### config.mk
export PLATFORM = sky130hd
export DESIGN_NAME = sensor_packetizer
export DESIGN_NICKNAME = d
export VERILOG_FILES = /design/src/rtl/sensor_pkg.sv /design/src/rtl/pkt_checksum.sv /design/src/rtl/sensor_packetizer.sv
export SDC_FILE = /design/constraint.sdc
export NUM_CORES = 1
export LEC_CHECK = 0
export CAP_MARGIN = 20
export CORE_AREA = 4 4 76 78
export CTS_CLUSTER_SIZE = 28
export DETAILED_ROUTE_END_ITERATION = 7
export DIE_AREA = 0 0 80 82
export PLACE_DENSITY = 0.65
export SLEW_MARGIN = 20
export SYNTH_ARGS = -nofsm -noshare
export SYNTH_HDL_FRONTEND = slang
export SYNTH_SLANG_ARGS = --single-unit
export TNS_END_PERCENT = 50
### constraint.sdc
create_clock -name clk -period 2.7 [get_ports clk]
set_input_delay 0.27 -clock clk [delete_from_list [all_inputs] [get_ports clk]]
set_output_delay 0.27 -clock clk [all_outputs]
set_load 0.005 [all_outputs]
### src/rtl/sensor_pkg.sv
// ============================================================================
// Module      : sensor_pkg
// Description : Shared constants for the sensor packetizer (state codes,
//               default header byte, pad byte).
// Revision    : 1.0 - initial release
// ============================================================================
`default_nettype none

package sensor_pkg;

    localparam int         STATE_W   = 3;

    localparam logic [2:0] S_IDLE    = 3'd0;
    localparam logic [2:0] S_HDR     = 3'd1;
    localparam logic [2:0] S_SEQ     = 3'd2;
    localparam logic [2:0] S_RD_REQ  = 3'd3;
    localparam logic [2:0] S_RD_WAIT = 3'd4;
    localparam logic [2:0] S_PAYLOAD = 3'd5;
    localparam logic [2:0] S_CSUM    = 3'd6;

    localparam logic [7:0] HDR_BYTE_DEF = 8'hA5;
    localparam logic [7:0] PAD_BYTE     = 8'h00;

endpackage

`default_nettype wire

### src/rtl/pkt_checksum.sv
// ============================================================================
// Module      : pkt_checksum
// Description : Clear/load/add accumulator, DATA_WIDTH wide, wraps mod 2^N.
// Revision    : 1.0 - initial release
// ============================================================================
`default_nettype none

module pkt_checksum #(
    parameter int DATA_WIDTH = 8
) (
    input  logic                  clk,
    input  logic                  rst_n,
    input  logic                  clear,
    input  logic                  load,
    input  logic                  add,
    input  logic [DATA_WIDTH-1:0] din,
    output logic [DATA_WIDTH-1:0] sum
);

    logic [DATA_WIDTH-1:0] r_sum;

    always_ff @(posedge clk) begin
        if (!rst_n || clear) begin
            r_sum <= '0;
        end else if (load) begin
            r_sum <= din;
        end else if (add) begin
            r_sum <= r_sum + din;
        end
    end

    assign sum = r_sum;

endmodule

`default_nettype wire

### src/rtl/sensor_packetizer.sv
// ============================================================================
// Module      : sensor_packetizer
// Description : Drains sensor bytes from a FIFO and frames them as
//               header / seq / payload / checksum packets on a valid/ready
//               byte stream. Optional macro PKT_TIMEOUT_EN pads starved
//               packets with zero bytes after TIMEOUT_CYCLES.
// Revision    : 1.0 - initial release
// ============================================================================
`default_nettype none

module sensor_packetizer
    import sensor_pkg::*;
#(
    parameter int                    DATA_WIDTH  = 8,
    parameter int                    PAYLOAD_LEN = 16,
    parameter logic [DATA_WIDTH-1:0] HDR_BYTE    = DATA_WIDTH'(HDR_BYTE_DEF)
`ifdef PKT_TIMEOUT_EN
    ,
    parameter int                    TIMEOUT_CYCLES = 1024
`endif
) (
    input  logic                  clk,
    input  logic                  rst_n,
    output logic                  fifo_rd_en,
    input  logic [DATA_WIDTH-1:0] fifo_rd_data,
    input  logic                  fifo_empty,
    output logic                  m_valid,
    input  logic                  m_ready,
    output logic [DATA_WIDTH-1:0] m_data,
    output logic                  m_last,
    output logic                  busy,
    output logic [7:0]            seq_num
);

    localparam int                CNT_W    = $clog2(PAYLOAD_LEN + 1);
    localparam logic [CNT_W-1:0]  LAST_IDX = CNT_W'(PAYLOAD_LEN - 1);

    logic [STATE_W-1:0]    r_state;
    logic [STATE_W-1:0]    w_state_nxt;
    logic [CNT_W-1:0]      r_cnt;
    logic [DATA_WIDTH-1:0] r_payload;
    logic [7:0]            r_seq;
    logic [DATA_WIDTH-1:0] w_csum;
    logic [DATA_WIDTH-1:0] w_csum_din;
    logic                  w_present;
    logic                  w_xfer;
    logic                  w_pad_now;

    // Valid is decoded from the state register alone, never from m_ready.
    assign w_present  = (r_state == S_HDR) || (r_state == S_SEQ) ||
                        (r_state == S_PAYLOAD) || (r_state == S_CSUM);
    assign w_xfer     = w_present && m_ready;
    assign m_valid    = w_present;
    assign m_last     = (r_state == S_CSUM);
    assign busy       = (r_state != S_IDLE);
    assign seq_num    = r_seq;
    assign fifo_rd_en = (r_state == S_RD_REQ) && !fifo_empty && !w_pad_now;

`ifdef PKT_TIMEOUT_EN
    localparam int               ST_W    = $clog2(TIMEOUT_CYCLES + 1);
    localparam logic [ST_W-1:0]  TO_LAST = ST_W'(TIMEOUT_CYCLES - 1);

    logic [ST_W-1:0] r_starve;
    logic            r_pad;

    // Once starved, every remaining payload slot of this packet is padding.
    assign w_pad_now = (r_state == S_RD_REQ) &&
                       (r_pad || (fifo_empty && (r_starve == TO_LAST)));

    always_ff @(posedge clk) begin
        if (!rst_n || (r_state == S_IDLE)) begin
            r_starve <= '0;
            r_pad    <= 1'b0;
        end else if (fifo_rd_en) begin
            r_starve <= '0;
        end else if ((r_state == S_RD_REQ) && fifo_empty && !r_pad) begin
            if (r_starve == TO_LAST) begin
                r_pad <= 1'b1;
            end else begin
                r_starve <= r_starve + ST_W'(1);
            end
        end
    end
`else
    assign w_pad_now = 1'b0;
`endif

    always_ff @(posedge clk) begin
        if (!rst_n) begin
            r_state <= S_IDLE;
        end else begin
            r_state <= w_state_nxt;
        end
    end

    always_comb begin
        w_state_nxt = r_state;
        m_data      = DATA_WIDTH'(PAD_BYTE);
        case (r_state)
            S_IDLE:    if (!fifo_empty) w_state_nxt = S_HDR;
            S_HDR: begin
                m_data = HDR_BYTE;
                if (w_xfer) w_state_nxt = S_SEQ;
            end
            S_SEQ: begin
                m_data = DATA_WIDTH'(r_seq);
                if (w_xfer) w_state_nxt = S_RD_REQ;
            end
            S_RD_REQ: begin
                if (w_pad_now)        w_state_nxt = S_PAYLOAD;
                else if (!fifo_empty) w_state_nxt = S_RD_WAIT;
            end
            S_RD_WAIT: w_state_nxt = S_PAYLOAD;
            S_PAYLOAD: begin
                m_data = r_payload;
                if (w_xfer) w_state_nxt = (r_cnt == LAST_IDX) ? S_CSUM : S_RD_REQ;
            end
            S_CSUM: begin
                m_data = w_csum;
                if (w_xfer) w_state_nxt = S_IDLE;
            end
            default:   w_state_nxt = S_IDLE;
        endcase
    end

    always_ff @(posedge clk) begin
        if (!rst_n) begin
            r_cnt     <= '0;
            r_payload <= '0;
            r_seq     <= '0;
        end else begin
            case (r_state)
                S_IDLE:    r_cnt <= '0;
                S_RD_REQ:  if (w_pad_now) r_payload <= DATA_WIDTH'(PAD_BYTE);
                S_RD_WAIT: r_payload <= fifo_rd_data;
                S_PAYLOAD: if (w_xfer) r_cnt <= r_cnt + CNT_W'(1);
                S_CSUM:    if (w_xfer) r_seq <= r_seq + 8'd1;
                default:   ;
            endcase
        end
    end

    // The checksum is seeded with the sequence number; the header is excluded.
    assign w_csum_din = (r_state == S_SEQ) ? DATA_WIDTH'(r_seq) : r_payload;

    pkt_checksum #(
        .DATA_WIDTH (DATA_WIDTH)
    ) u_csum (
        .clk   (clk),
        .rst_n (rst_n),
        .clear (r_state == S_IDLE),
        .load  (r_state == S_SEQ),
        .add   (w_xfer && (r_state == S_PAYLOAD)),
        .din   (w_csum_din),
        .sum   (w_csum)
    );

endmodule

`default_nettype wire
-- Word-level counts from Yosys, hierarchy flattened
Index checks and enable logic that the tools add are counted.
- register bits: 32
- logic and storage cells: 51
- eq/ne operators: 13
- muxes and demuxes: 14
- reduce and logical (&&, ||, !) cells: 16
- $add $sub $neg: 3
- operators by type and width (cell ; number):
    8-bit case mux with 4 select lines ; 1
    8-bit 2-to-1 mux ; 3
    3-bit 2-to-1 mux ; 7
    3-bit case mux with 7 select lines ; 1
    2-bit != test (second input constant) ; 5
    5-bit case mux with 2 select lines ; 1
    3-bit == test (second input constant) ; 3
    8-bit by 1-bit adder with 8-bit output (second input constant) ; 1
    8-bit adder ; 1
    3-bit by 2-bit == test with 1-bit output (second input constant) ; 2
    6-bit AND reduction ; 1
    5-bit by 1-bit adder with 5-bit output (second input constant) ; 1
    5-bit by 4-bit == test with 1-bit output (second input constant) ; 1
    5-bit 2-to-1 mux ; 1
    1-bit logical OR ; 4
    2-bit AND reduction ; 2
    2-bit nonzero test ; 2
    3-bit by 1-bit == test with 1-bit output (second input constant) ; 1
    1-bit logical AND ; 3
    3-bit logical NOT ; 1
    3-bit nonzero test ; 1
    1-bit logical NOT ; 2
    2-bit by 1-bit != test with 1-bit output (second input constant) ; 1

-- Logic depth before layout (Yosys ltp)
Gate-level depths: netlist of run 1.
- word-level depth: 8
- gate-level depth with buffers: 13
- depth with buffers taken out: 11

-- Cells and area by module
Synthesis of run 1 repeated with hierarchy kept, for this count alone.
- cells, all modules: 240
- area, all modules: 2118.3 um^2
- by module, submodules not included (module ; cells each ; area an instance (um^2) ; instances ; seq. area each (um^2)):
    sensor_packetizer ; 159 ; 1448.9 ; 1 ; 480.5
    pkt_checksum ; 81 ; 669.4 ; 1 ; 160.2

-- Worst setup path before layout of run 1
OpenSTA, ideal clock, no wires.
- path type: flip-flop to flip-flop
- start: register r_state[0]
- end: register u_csum.r_sum[6], in the netlist u_csum.sum[6]
- cell stages (with the launch flop): 14
- arrival time: 2.343 ns
- library setup time: 0.128 ns
- slack: 0.229 ns
- cells stage by stage: dfxtp_1 buf_6 nor2b_1 buf_2 nand2_1 nand2_1 nand2_1 ha_1 fa_1 a21o_1 a21oi_1 o21ai_0 xnor2_1 o22ai_1
- word-level cells in the longest chain between the ends: 7
- elaborated cells on any way between the ends: 16
- those cells by class: 1 x add/sub; 4 x eq/ne; 3 x mux; 8 x reduce/logical
- ends and longest elaborated chain (what ; line ; text):
    start: declaration ; sensor_packetizer.sv:38 ; logic [STATE_W-1:0] r_state;
    start signal: assignment ; sensor_packetizer.sv:92 ; r_state <= w_state_nxt;
    parallel branches: the longest is 7 deep, another holds 8-bit adder ; - ;
    end signal: assignment ; pkt_checksum.sv:26 ; r_sum <= din;
    end signal: assignment ; pkt_checksum.sv:28 ; r_sum <= r_sum + din;
    end: declaration ; pkt_checksum.sv:20 ; logic [DATA_WIDTH-1:0] r_sum;
Several ways; the timed one is not identified. The select of a mux whose other input is x is not followed.
A chain may end at the register's enable or synchronous reset.

-- Worst setup path after layout of run 1
- start: register r_state[0]
- end: output port m_data[6]
- word-level cells in the longest chain between the ends: 2
- elaborated cells on any way between the ends: 5
- those cells by class: 4 x eq/ne; 1 x mux
- ends and longest elaborated chain (what ; line ; text):
    3-bit == test, or another cell as far along ; sensor_packetizer.sv:99 ; case (r_state)
    8-bit case mux with 4 select lines * ; sensor_packetizer.sv:99 ;
    end: declaration ; sensor_packetizer.sv:29 ; output logic [DATA_WIDTH-1:0] m_data,
Mark *: on every way between the ends. The rest lies on a longest branch, timed or not.

==> flow_summary.toml, run 1 <==
[drt]
via_per_inst = 5.372
vias = 1875
postRouteAntennaNets = 0
drt_pass1_iterations = 4
wire_per_inst_um = 15.04
drt_iter0_markers = 151
drcViolationCount = 0
drt_wl_total_um = 5249

[place]
gp_congestion = 0.9233
dp_hpwl_um = 4001
portBuffers = 31
dp.cells = 341

[final_layout]
final_nets = 302
syn2layout_area_growth_pct = 25.18
fin_util_pct = 50.86
layout_commonest_cell = "nand2_1"
final_cell_mix = "nand2_1, clkdlybuf4s50_1, dfxtp_1, a22oi_1, nor2b_1"
stdcell_count = 349
final_layout_size_suffix_gt1_share_pct = 11.11
n_fill_cell = 510
n_antenna_cell = 0

[critical_path]
reg2reg_to = "u_csum.sum[6]$_SDFFE_PP0P_"
cp.arrival_ps = 2320
crit_required_ps = 2430
cp-endpoint = "m_data[6]"
reg2reg_slack_ps = 220
crit_path_end_kind = "output pin"
r2r_cells = 11
slowest_stage = "clkdlybuf4s50_1"
path_class = "register to output pin"
worst-path-max-fanout = 15
worst-path-buf-inv = 2
path_cells = "buf_4 > and2b_1 > a22oi_1 > o21ai_0 > clkdlybuf4s50_1"
worstSetupStartpointType = "register"
cpPeakStageDelay_ps = 560
cp.depth = 5
crit_start = "r_state[0]$_SDFFE_PN0P_"
rr_startpoint = "r_state[1]$_SDFFE_PN0P_"
crit_family = "buffers and inverters"

[synthesis]
async_flop_share_pct = 0
syn-instance-count = 243
synth_seq_area_share_pct = 31.07
yosysTopAreaCell = "dfxtp_1"
ys_seq_elements = 32
yosys_most_used_dff = "dfxtp_1"
synth_edf_count = 0
avgSynthCellArea_um2 = 8.486
yosysTopAreaCellShare_pct = 31.07
syn_area_mm2 = 0.002062
synth_warnings = 0
syn-num-nets = 267
synth.distinct_cells = 46
synth_area_leaders = "dfxtp_1, ha_1, mux2i_1, a22oi_1, nand2_1"

[timing]
fin_tns_setup_ps = 0
fmax_mhz = 385.8
max_slew.worst_pin.slew_ps = 509.0
setup_viol = 0
slew_violations = 0
hold_viol_final = 0
period_needed_ps = 2592
period_share_pct = 96.00
rsz0062_at_grt = "false"
finalClockSkew_ps = 5.989
max_slew_margin_pct = 65.95

[clock_network]
clk-insertion-delay-late_ps = 290
path_clk_slew_ps = 70
cts_buffer_depth = 2
cts_tree = "built"
htreeDepth = 2
clock_sinks = 32
postCtsSetupBuffers = 0
cts_buffers = 5
cts_root_buffer = "clkbuf_8"

[grt]
track_usage_pct = 17.26
grt_max_degree = 23
first_global_vias = 1814
overflow = 0
grt_pass1_wl_um = 8825
antenna_found_initial = 0

[pwr]
powerDensity_mw_per_mm2 = 419.0
peakVddDrop_mv = 0.2189
leakage_nw = 1.011

[die]
die_y_um = 82
io_pins = 32
fp.dieW_um = 80
start_util_pct = 40.63
coreArea_mm2 = 0.005075
die_area_mm2 = 0.006560
row_count = 26

[flow_run]
drv_cap = 0

[worst_hold_path]
hold_path.class = "register to register"

[status]
status = "completed"
[repair_timing]
action | CTS | global route
hold buffers | 0 | 0
endpoints found under the setup margin | 0 | 3
endpoints found under the hold margin | 0 | 0
gates resized for setup | 0 | 3
[state kept, by name, summed over array words and instances (netlist names)]
signal      count
r_payload       8
u_csum.sum      8
r_cnt           5
seq_num         8
r_state         3
[power by group]
group          internal (W)  switching [W]  total, W
Combinational     0.0000690      0.0000695  0.000139
Clock              0.000274       0.000186  0.000460
Sequential         0.000477     0.00000676  0.000483
Total              0.000819       0.000262   0.00108
[worst register-to-register path, stage by stage, from the launching register on]
cell and delay, ps:
dfxtp_2 390, nor2b_1 200, nand2_1 170, nand2_1 110, nand2_1 60, ha_1 220, fa_1 410, a21o_1 210
a21oi_2 190, o21ai_0 150, xnor2_1 160, o22ai_1 90
[cell usage after synthesis (2+ instances only)]
| master | instances |
|---|---|
| nand2b_1 | 3 |
| nand4_1 | 3 |
| nand3_2 | 2 |
| xor2_1 | 5 |
| o21ai_0 | 14 |
| buf_2 | 6 |
| and3_1 | 3 |
| a211oi_1 | 3 |
| a21oi_1 | 13 |
| a22oi_1 | 17 |
| nand2_1 | 33 |
| o22ai_1 | 3 |
| xnor2_1 | 8 |
| nor2_1 | 6 |
| mux2i_1 | 13 |
| and4b_1 | 2 |
| buf_4 | 3 |
| dfxtp_1 | 32 |
| a21o_1 | 5 |
| and2_1 | 8 |
| clkbuf_1 | 5 |
| inv_1 | 4 |
| ha_1 | 11 |
| o21bai_1 | 2 |
| nand3_1 | 3 |
| nor2b_1 | 16 |
[cell families (layout without fill, tap and decap cells)]
kind of cell / after synthesis / after routing / share of synthesized area [%]
AOI/OAI and AO/OA: 64 / 64 / 20.09
xor gates and xnor gates: 13 / 13 / 5.522
adders and majority gates: 12 / 12 / 7.646
buffers and inverters: 20 / 56 / 4.915
DFF: 32 / 32 / 31.07
muxes: 14 / 14 / 6.857
and+or+nand+nor: 88 / 88 / 23.91
[worst min path at each step]
stage / slack [ps] / to / start / cells after the start
after floorplan: 400 / r_payload[7]$_SDFFE_PN0P_ / rst_n / 1
after global placement: 470 / u_csum.sum[2]$_SDFFE_PP0P_ / u_csum.sum[2]$_SDFFE_PP0P_ / 2
after detailed placement: 480 / u_csum.sum[2]$_SDFFE_PP0P_ / u_csum.sum[2]$_SDFFE_PP0P_ / 2
after CTS: 490 / u_csum.sum[2]$_SDFFE_PP0P_ / u_csum.sum[2]$_SDFFE_PP0P_ / 2
after global routing: 500 / u_csum.sum[2]$_SDFFE_PP0P_ / u_csum.sum[2]$_SDFFE_PP0P_ / 2
final: 490 / u_csum.sum[2]$_SDFFE_PP0P_ / u_csum.sum[2]$_SDFFE_PP0P_ / 2
[layer usage]
layer / global-route usage (%) / vias up / share of wire (%)
li1: - / 928 / -
met1: 23.34 / 896 / 47
met2: 27.81 / 45 / 47
met3: 3.618 / 6 / 5.1
met4: 4.730 / 0 / 0.93
met5: 0 / - / 0
[layout make-up]
| type | instances | area [um^2] | area share, % |
|---|---|---|---|
| well taps | 70 | 87.58 | 3.393 |
| inverters | 5 | 18.77 | 0.7271 |
| clock inverters | 2 | 35.03 | 1.357 |
| repair buffers | 43 | 400.4 | 15.51 |
| clock buffers | 6 | 72.57 | 2.811 |
| multi-input cells | 191 | 1324 | 51.28 |
| flip-flops and latches | 32 | 643.1 | 24.92 |
[per-stage QoR]
step	area (um^2)	setup WS [ps]	total power [W]	hold slack, ps
2_1_floorplan	2062	229.1	0.0005679	398.2
3_3_place_gp	2467	220.2	0.0006304	473.9
3_5_place_dp	2467	98.37	0.0006303	480.8
4_1_cts	2575	80.64	0.001091	489.5
5_1_grt	2581	19.85	0.001123	502.6
6_report	2581	107.9	0.001082	493.5
Note: power is estimated with default switching activity, not from simulation.
==> run 2, diff against run 1 <==
PLACE_DENSITY = 0.68   (was 0.65)
==> run 2 against run 1 <==
Via count fell by 0.43%. Sequential power about the same. Highest routed layer unchanged. Cell count rose by 0.29%. Core utilization barely moved.
==> flow_summary.toml, run 2 (same netlist as run 1, synthesis figures left out) <==
[status]
status = "completed"

[timing]
fmax_mhz = 395.0
slew_violations = 0
hold_viol_final = 0
fin_tns_setup_ps = 0
rsz0062_at_grt = "false"
period_needed_ps = 2532
period_share_pct = 93.76
max_slew.worst_pin.slew_ps = 513.2
max_slew_margin_pct = 65.67
setup_viol = 0
finalClockSkew_ps = 4.888

[drt]
drcViolationCount = 0
drt_pass1_iterations = 4
drt_wl_total_um = 5205
vias = 1867
postRouteAntennaNets = 0
drt_iter0_markers = 118
wire_per_inst_um = 14.87
via_per_inst = 5.334

[final_layout]
final_cell_mix = "nand2_1, dfxtp_1, clkdlybuf4s50_1, a22oi_1, nor2b_1"
syn2layout_area_growth_pct = 25.12
fin_util_pct = 50.84
final_nets = 304
final_layout_size_suffix_gt1_share_pct = 11.07
stdcell_area_mm2 = 0.002580
layout_commonest_cell = "nand2_1"
n_antenna_cell = 0

[critical_path]
cp.arrival_ps = 2260
path_class = "register to output pin"
cpPeakStageDelay_ps = 570
slowest_stage = "clkdlybuf4s50_1"
crit_path_end_kind = "output pin"
reg2reg_slack_ps = 270
crit_required_ps = 2430
rr_startpoint = "r_state[0]$_SDFFE_PN0P_"
worstSetupStartpointType = "register"
crit_family = "buffers and inverters"
reg2reg_to = "u_csum.sum[6]$_SDFFE_PP0P_"
r2r_cells = 11
crit_start = "r_state[0]$_SDFFE_PN0P_"
worst-path-buf-inv = 2
worst-path-max-fanout = 14
path_cells = "buf_4 > and2b_2 > a21oi_1 > o21ai_0 > clkdlybuf4s50_1"

[clock_network]
cts_root_buffer = "clkbuf_8"
cts_buffer_depth = 2
cts_buffers = 5
clk-insertion-delay-late_ps = 280
clock_sinks = 32
cts-resized-gates = 0
cts_tree = "built"
htreeDepth = 2
postCtsSetupBuffers = 0
postCtsHoldBufs = 0
path_clk_slew_ps = 70

[place]
portBuffers = 31
dp_hpwl_um = 3945
gp_congestion = 0.9302
placed_cell_area_mm2 = 0.002482

[worst_hold_path]
worstHoldPathCells = 2
hold_path.class = "register to register"
hold_end = "u_csum.sum[2]$_SDFFE_PP0P_"
hp-start = "u_csum.sum[2]$_SDFFE_PP0P_"

[die]
fp.dieW_um = 80
die_y_um = 82
start_util_pct = 40.63
die_area_mm2 = 0.006560
coreArea_mm2 = 0.005075
io_pins = 32
row_count = 26

[pwr]
switchingPower_w = 0.0002466
power_frac_comb_pct = 13.9
internal_power_w = 0.0007729
p_clk_share_pct = 38.8
pwr-share-seq_pct = 47.3
powerDensity_mw_per_mm2 = 395.1
sw_frac_of_total_pct = 24.19
leakage_nw = 1.016
peakVddDrop_mv = 0.1959

[grt]
grt_max_degree = 16
grt_pass1_wl_um = 8500
overflow = 0
first_global_vias = 1800
antenna_found_initial = 0
track_usage_pct = 16.71

[flow_run]
drv_cap = 0
-- run 2: cell types whose count changed in the layout (fill, tap and decap cells not counted), sizes merged --
cell    before  now
buf         12   14
bufinv       1    0
clkbuf       6    7
clkinv       1    0
-- run 2: worst reg2reg max path, cell delays in order, from the launching register on --
cell	delay, ps
dfxtp_1	380
nor2b_1	180
nand2_1	170
nand2_1	100
nand2_1	60
ha_1	220
fa_1	420
a21o_1	190
a21oi_1	210
o21ai_0	150
xnor2_1	140
o22ai_1	90
-- run 2: cell type report --
| type | instances | area (um^2) |
|---|---|---|
| Clock buffer | 7 | 96.34 |
| Fill cell | 512 | 2495 |
| Inverter | 5 | 18.77 |
| Multi-Input combinational cell | 191 | 1321 |
| Sequential cell | 32 | 640.6 |
| Tap cell | 70 | 87.58 |
| Timing Repair Buffer | 45 | 415.4 |
-- run 2: how the worst max path moves through the flow --
stage               slack, ps  depth (start not counted)                          to
floorplan                 230                         13  u_csum.sum[6]$_SDFFE_PP0P_
global placement          340                         11  u_csum.sum[6]$_SDFFE_PP0P_
detailed placement        280                         11  u_csum.sum[6]$_SDFFE_PP0P_
CTS                        50                          5                   m_data[5]
global route               20                         10  u_csum.sum[7]$_SDFFE_PP0P_
finish                    170                          5                   m_data[5]
-- run 2: power by group through the flow --
stage	clock network, W	registers [W]	logic, W
floorplan	0	0.000490	0.0000784
finish	0.000395	0.000483	0.000141
global placement	0	0.000493	0.000140
global route	0.000423	0.000483	0.000153
CTS	0.000408	0.000482	0.000141
detailed placement	0	0.000493	0.000140
-- run 2: stage by stage --
stage	setup WS [ps]	power (W)	hold slack [ps]	std cells
2_1_floorplan	229.1	0.0005679	398.2	243
3_3_place_gp	339.2	0.0006331	471.5	343
3_5_place_dp	281.6	0.0006334	479.1	343
4_1_cts	53.77	0.001031	488.6	350
5_1_grt	21.79	0.001059	514.8	350
6_report	168.4	0.001019	488.1	350
-- run 2: layer usage --
layer | share of wire (%) | track usage [%]
met5 | 0 | 0
met4 | 0.96 | 5.068
met3 | 5.0 | 2.961
met2 | 46 | 27.57
met1 | 48 | 22.21
==> run 3, diff against run 2 <==
GPL_ROUTABILITY_DRIVEN = 0   (was not set)
RECOVER_POWER = 50   (was not set)
==> run 3 against run 2 <==
Maximum frequency rose by 2.5%. Hold slack improved by 1.1 ps. Clock-buffer cell count did not move. Clock skew fell by 0.56 ps. Sequential cell count did not move. Non-clock buffer count did not move. Register-to-register slack barely moved. First-iteration DRC count fell by 11%. Global-route usage did not move. Critical path depth did not move. Cell count did not move. Routed wire length rose by 0.42%. Largest power group unchanged. Highest routed layer unchanged.
==> flow_summary.toml, run 3 (same netlist as run 1, synthesis figures left out) <==
[status]
status = "completed"

[timing]
period_share_pct = 91.44
rsz0062_at_grt = "false"
period_needed_ps = 2469
fin_tns_setup_ps = 0
finalClockSkew_ps = 4.330
slew_violations = 0
hold_viol_final = 0
setup_viol = 0
max_slew.worst_pin.slew_ps = 1356
worst_slack_ps = 231.0
max_slew_margin_pct = 8.930
fmax_mhz = 405.0

[drt]
wire_per_inst_um = 14.93
drt_iter0_markers = 105
drcViolationCount = 0
postRouteAntennaNets = 0
vias = 1864
drt_pass1_iterations = 4
via_per_inst = 5.326
drt_wl_total_um = 5227

[clock_network]
clk-insertion-delay-late_ps = 280
cts_buffers = 5
htreeDepth = 2
cts_buffer_depth = 2
path_clk_slew_ps = 60
clock_sinks = 32
cts_root_buffer = "clkbuf_8"
cts_tree = "built"
postCtsSetupBuffers = 0
postCtsHoldBufs = 0

[place]
place_ws_ps = 281.6
dp.cells = 343
dp_hpwl_um = 3945
portBuffers = 31

[pwr]
pwr-share-seq_pct = 47.3
leakage_nw = 1.014
power_frac_comb_pct = 13.8
sw_frac_of_total_pct = 24.20
p_clk_share_pct = 38.9
switchingPower_w = 0.0002465
peakVddDrop_mv = 0.1960
powerDensity_mw_per_mm2 = 398.9
internal_power_w = 0.0007722

[critical_path]
crit_path_end_kind = "output pin"
cp.arrival_ps = 2200
crit_required_ps = 2430
worst-path-max-fanout = 14
path_class = "register to output pin"
worstSetupStartpointType = "register"

[final_layout]
final_layout_size_suffix_gt1_share_pct = 8.929
stdcell_count = 350
syn2layout_area_growth_pct = 23.85
final_nets = 304
layout_commonest_cell = "nand2_1"
n_fill_cell = 518
final_cell_mix = "nand2_1, dfxtp_1, clkdlybuf4s50_1, a22oi_1, nor2b_1"
n_antenna_cell = 0

[die]
row_count = 26
coreArea_mm2 = 0.005075
die_y_um = 82
io_pins = 32
die_area_mm2 = 0.006560
fp.dieW_um = 80
start_util_pct = 40.63

[flow_run]
drv_cap = 0

[worst_hold_path]
hold_path.class = "register to register"

[grt]
track_usage_pct = 16.71
first_global_vias = 1800
overflow = 0
grt_max_degree = 16
antenna_found_initial = 0
grt_pass1_wl_um = 8500
==> run 3: changes by cell type in the layout (fill, tap and decap cells not counted) <==
| cell | previous run | this run |
|---|---|---|
| nor3_4 | 1 | 0 |
| and2_1 | 8 | 6 |
| and2_0 | 0 | 2 |
| clkbuf_1 | 0 | 4 |
| inv_2 | 1 | 0 |
| nor3_1 | 1 | 2 |
| inv_1 | 4 | 5 |
| dlygate4sd3_1 | 0 | 6 |
| clkdlybuf4s50_1 | 31 | 25 |
| buf_4 | 14 | 10 |
==> run 3: per-layer routing <==
layer	vias to the layer above	part of all wire [%]	GRT usage [%]
li1	930	-	-
met1	887	49	22.21
met2	42	45	27.57
met3	5	4.7	2.961
met4	0	0.96	5.068
met5	-	0	0
==> run 3: worst max-delay path, stage by stage, from the launching register on <==
cell             delay (ps)
dfxtp_1                 420
buf_4                   230
and2b_2                 330
a21oi_1                  70
o21ai_0                 300
clkdlybuf4s50_1         570
==> run 3: worst paths after layout <==
kind,start,end,slack (ps),depth (start not counted)
worst min-delay path,u_csum.sum[2]$_SDFFE_PP0P_,u_csum.sum[2]$_SDFFE_PP0P_,490,2
worst max-delay path,r_state[0]$_SDFFE_PN0P_,m_data[5],230,5
worst min register to register,u_csum.sum[2]$_SDFFE_PP0P_,u_csum.sum[2]$_SDFFE_PP0P_,490,2
worst max register to register,r_state[1]$_SDFFE_PN0P_,u_csum.sum[6]$_SDFFE_PP0P_,270,11
==> run 3: cell type report <==
cell class / instances / area, um^2 / area share, %
Inverter: 5 / 18.77 / 0.7349
Multi-Input combinational cell: 191 / 1310 / 51.30
Tap cell: 70 / 87.58 / 3.430
Clock buffer: 7 / 96.34 / 3.773
Timing Repair Buffer: 45 / 400.4 / 15.68
Sequential cell: 32 / 640.6 / 25.09
==> run 3: stage by stage <==
step	util [%]	cell area, um^2	total power [W]	hold WS, ps
after floorplan	-	2062	0.0005679	398.2
after global placement	48.92	2482	0.0006331	471.5
after detailed placement	48.92	2482	0.0006334	479.1
after CTS	50.81	2579	0.001031	488.6
after global routing	50.32	2554	0.001057	514.8
final	50.32	2554	0.001019	489.2
==> run 3: power by group through the flow <==
stage               registers, W  clock network (W)  logic [W]
global route            0.000482           0.000423   0.000152
floorplan               0.000490                  0  0.0000784
detailed placement      0.000493                  0   0.000140
global placement        0.000493                  0   0.000140
CTS                     0.000482           0.000408   0.000141
finish                  0.000482           0.000396   0.000141
==> run 3: timing repair <==
item / in CTS / in global routing
hold endpoints to repair: 0 / 0
gates resized for setup: 0 / 1
setup endpoints to repair: 0 / 4
